**src/rtl/hazard_ctrl.sv**
```systemverilog
`default_nettype none
// ============================================================================
// Module      : hazard_ctrl
// Description : Load-use hazard detection with a LOAD_LAT-deep load window and
//               branch-flush priority. HAZARD_CTRL_PERF_CNT_EN adds a
//               saturating stall-cycle counter on stall_cnt.
// Revision    : 1.0 - initial release
// ============================================================================
module hazard_ctrl #(
    parameter int REG_W    = 5,
    parameter int LOAD_LAT = 1,
    parameter int ZERO_REG = 31
) (
    input  logic             clk,
    input  logic             reset,
    input  logic [REG_W-1:0] ID_rs1,
    input  logic [REG_W-1:0] ID_rs2,
    input  logic             ID_use_rs1,
    input  logic             ID_use_rs2,
    input  logic [REG_W-1:0] EX_rd,
    input  logic             EX_memRead,
    input  logic             MEM_branch_taken,
    output logic             stall,
    output logic             pc_we,
    output logic             ifid_we,
    output logic             idex_bubble,
    output logic             ifid_flush,
    output logic [31:0]      stall_cnt
);

    localparam logic [REG_W-1:0] c_ZERO_RD = REG_W'(ZERO_REG);

    logic [LOAD_LAT-1:0] w_slot_vld;
    logic [REG_W-1:0]    w_slot_rd [LOAD_LAT];
    logic                w_hit;
    logic                w_stall;

    assign w_slot_vld[0] = EX_memRead;
    assign w_slot_rd[0]  = EX_rd;

    // Shadow slots track loads that already left EX; they shift every cycle
    // because a stall only holds IF/ID while EX receives a bubble.
    generate
        if (LOAD_LAT > 1) begin : g_shadow
            logic [LOAD_LAT-1:1] r_vld;
            logic [REG_W-1:0]    r_rd [1:LOAD_LAT-1];

            always_ff @(posedge clk) begin
                if (reset) begin
                    r_vld <= '0;
                end else begin
                    r_vld[1] <= EX_memRead;
                    for (int k = 2; k < LOAD_LAT; k++) begin
                        r_vld[k] <= r_vld[k-1];
                    end
                end
            end

            always_ff @(posedge clk) begin
                r_rd[1] <= EX_rd;
                for (int k = 2; k < LOAD_LAT; k++) begin
                    r_rd[k] <= r_rd[k-1];
                end
            end

            for (genvar k = 1; k < LOAD_LAT; k++) begin : g_tap
                assign w_slot_vld[k] = r_vld[k];
                assign w_slot_rd[k]  = r_rd[k];
            end
        end
    endgenerate

    always_comb begin
        w_hit = 1'b0;
        for (int k = 0; k < LOAD_LAT; k++) begin
            if (w_slot_vld[k] && (w_slot_rd[k] != c_ZERO_RD) &&
                ((ID_use_rs1 && (w_slot_rd[k] == ID_rs1)) ||
                 (ID_use_rs2 && (w_slot_rd[k] == ID_rs2)))) begin
                w_hit = 1'b1;
            end
        end
    end

    // A taken branch squashes the dependent instruction, so flush wins.
    assign w_stall     = w_hit && !MEM_branch_taken;
    assign stall       = w_stall;
    assign pc_we       = !w_stall;
    assign ifid_we     = !w_stall;
    assign idex_bubble = w_stall || MEM_branch_taken;
    assign ifid_flush  = MEM_branch_taken;

`ifdef HAZARD_CTRL_PERF_CNT_EN
    logic [31:0] r_stall_cnt;

    always_ff @(posedge clk) begin
        if (reset) begin
            r_stall_cnt <= '0;
        end else if (w_stall && (r_stall_cnt != 32'hFFFF_FFFF)) begin
            r_stall_cnt <= r_stall_cnt + 32'd1;
        end
    end

    assign stall_cnt = r_stall_cnt;
`else
    assign stall_cnt = '0;

    generate
        if (LOAD_LAT == 1) begin : g_unused
            logic w_unused;
            assign w_unused = clk ^ reset;
        end
    endgenerate
`endif

endmodule
`default_nettype wire

```
**config.mk**
```make
export PLATFORM = sky130hd
export DESIGN_NAME = hazard_ctrl
export DESIGN_NICKNAME = d
export VERILOG_FILES = /design/src/rtl/hazard_ctrl.sv
export SDC_FILE = /design/constraint.sdc
export NUM_CORES = 1
export LEC_CHECK = 0
export ABC_CLOCK_PERIOD_IN_PS = 1860
export CAP_MARGIN = 0
export CORE_ASPECT_RATIO = 1.1
export CORE_UTILIZATION = 25
export DETAILED_ROUTE_END_ITERATION = 12
export PLACE_DENSITY = 0.94
export SLEW_MARGIN = 20
export SYNTH_ARGS = -nofsm -noshare
export SYNTH_HDL_FRONTEND = slang
export SYNTH_SLANG_ARGS = --single-unit
```
**constraint.sdc**
```tcl
create_clock -name vclk -period 1.86
set_input_delay 0.372 -clock vclk [all_inputs]
set_output_delay 0.372 -clock vclk [all_outputs]
set_load 0.01 [all_outputs]
```
==> metrics.txt, run 1 <==
outcome complete, but fails checks; failing checks setup timing; critical path type primary input to primary output; Vias/cell 3.577; part of the power in registers 0%; Tot GR Track Use 8.993%; most common cell after layout, fill and taps aside conb_1; Critical path origin ID_rs1[1]; WL per Instance 8.443 um; commonest non-fill, non-tap cells in the layout conb_1 (32), buf_2 (11), xor2_1 (7); worst vdd ir 0.07184 mV; post-cts hold buffer count 0; Clock Buffer Count 0; Die Ht 44.63 um; Tot Pwr 111.0 uW; placed cell count 97; Detailed Routing Iterations Pass 1 1; Synth Warn # 0; die width 40.75 um; Register Area 0 um2; DRC Markers 0; Final Cell Area 544.3 um2; share of the yosys chip area belonging to registers 0%; PwrDens 204.0 mW/mm2; WHS 1.335 ns; f_max 520.0 MHz; number of DRC markers in iteration 0 0; internal power 49.73 uW; area leader, netlist buf_4; Leakage 0.0002991 uW; vias after detailed routing 347; ant diodes 0; first-pass GRT wire length 1152 um; Starting Density 26.51%; std cell rows 15; crit path cell chain buf_6 > xor2_2 > nor4_2 > a32oi_1 > or3_1 > buf_2; Pins Over Slew Limit 0; largest net degree at the start of global routing 5; num sequential 0; Final #Nets 103; P_sw 61.32 uW; post-synth top area share 61.82%; Crit-path slowest cell or3_1; CP max FO 2; Comb pwr share 100.0%; initial antenna violation count 0; GPL Wtd Cong 0.6841; slack of the critical path -0.06298 ns; hold_sp EX_rd[1]; Ports 58; Final Hold Viols 0; final setup violating endpoints 2; Tcrit/Tclk final 103.4%; RSZ-0062 raised after global routing yes; HPWL after detailed placement 754.1 um; Post-Route WL 819 um; Post-Syn Area 412.9 um2; Placement Cell Area 565.5 um2; core area 0.001558 mm2; arrival time worst endpoint 1.55 ns; HP Class primary input to primary output; antenna viol nets, final 0; Util after Layout 34.94%; CP required 1.49 ns; FILL cells 179; Critical Path End Type primary output; synth top area cells buf_4 (62%), xor2_1 (17%), xnor2_1 (4.2%), nor4_2 (3.0%), a32oi_1 (2.1%); Final min period 1.923 ns; Post-Layout Cell Count 97; library cells used by synthesis 14; Mean Syn Cell Area 7.507 um2; Sw Share 55.22%; clock share of power 0%; I/O Buffers 24; number of max-cap violations 0; type of origin of the critical path primary input; vias in the first global route 293; die area 0.001818 mm2; Worst path max stage delay 0.35 ns; Mapped Cells 55; overflow left after global routing 0; ratio of cells with drive above 1 in the final layout 31.25%; area growth from synthesis to layout 31.82%
-- layer usage --
metal  part of all wire [%]  wire [um]  GRT usage (%)  up-vias
li1                       -          -              -      160
met3                     15        124         0.5025        0
met4                      0          0              0        0
met5                      0          0              0        -
met1                     32        259          8.761      146
met2                     53        435          19.68       41
-- power by group through the flow --
stage / clock network (uW) / registers [uW] / logic, uW
after floorplan: 0 / 0 / 104
final: 0 / 0 / 111
after detailed placement: 0 / 0 / 116
after global routing: 0 / 0 / 124
after global placement: 0 / 0 / 113
after CTS: 0 / 0 / 105
-- cell type report --
cell class         count  area (um2)  share of cell area [%]
repair buffers        28       222.7                   40.92
well taps             17       21.27                   3.908
multi-input cells     52       300.3                   55.17
-- kinds of logic after synthesis --
logic type	share of synthesized area [%]
buffers and inverters	61.82
and+or+nand+nor	10.91
xor gates and xnor gates	21.21
other	0.9082
AOI/OAI and AO/OA	5.151
-- repair_timing --
| action | in CTS | in global routing |
|---|---|---|
| gates resized for setup | 71 | 8 |
| buffers inserted | 0 | 0 |
| pin swaps | 12 | 5 |
| setup endpoints to repair | 4 | 5 |
-- per-stage QoR --
step	setup TNS [ns]	setup WS (ns)
global route	-0.4057	-0.1485
finish	-0.1085	-0.06298
global placement	-3.106	-0.7873
floorplan	0	0.02707
detailed placement	-3.197	-0.8121
CTS	-0.2606	-0.1310
-- synth_stat cells, drive strengths merged --
master  instances
buf            34
and2            1
o21bai          1
nand3           1
conb            1
xnor2           2
nor4            2
o21ai           1
nor3            1
xor2            8
nand2           1
or3             1
a32oi           1
-- critical path, delay by kind of cell --
kind                      cells  cell delay, ns
AOI/OAI and AO/OA             1            0.15
and+or+nand+nor               2            0.62
xor gates and xnor gates      1            0.16
buffers and inverters         2            0.26
-- path summary, 6_finish.rpt --
path | to | slack [ns] | cells past startpoint
setup / recovery | ifid_we | -0.06 | 6
hold / removal | pc_we | 1.33 | 5
(Power assumes the default switching activity.)
==> run 2, diff against run 1 <==
Settings changed: MAX_ROUTING_LAYER from default to met4.
==> results of run 2 <==
The final DEF is identical to that of run 1; final timing and power are the same.
Main changes from that run: final weighted congestion in routability-driven placement 0.6841 -> 0.6911; overall routing resource usage 8.993% -> 9.246%
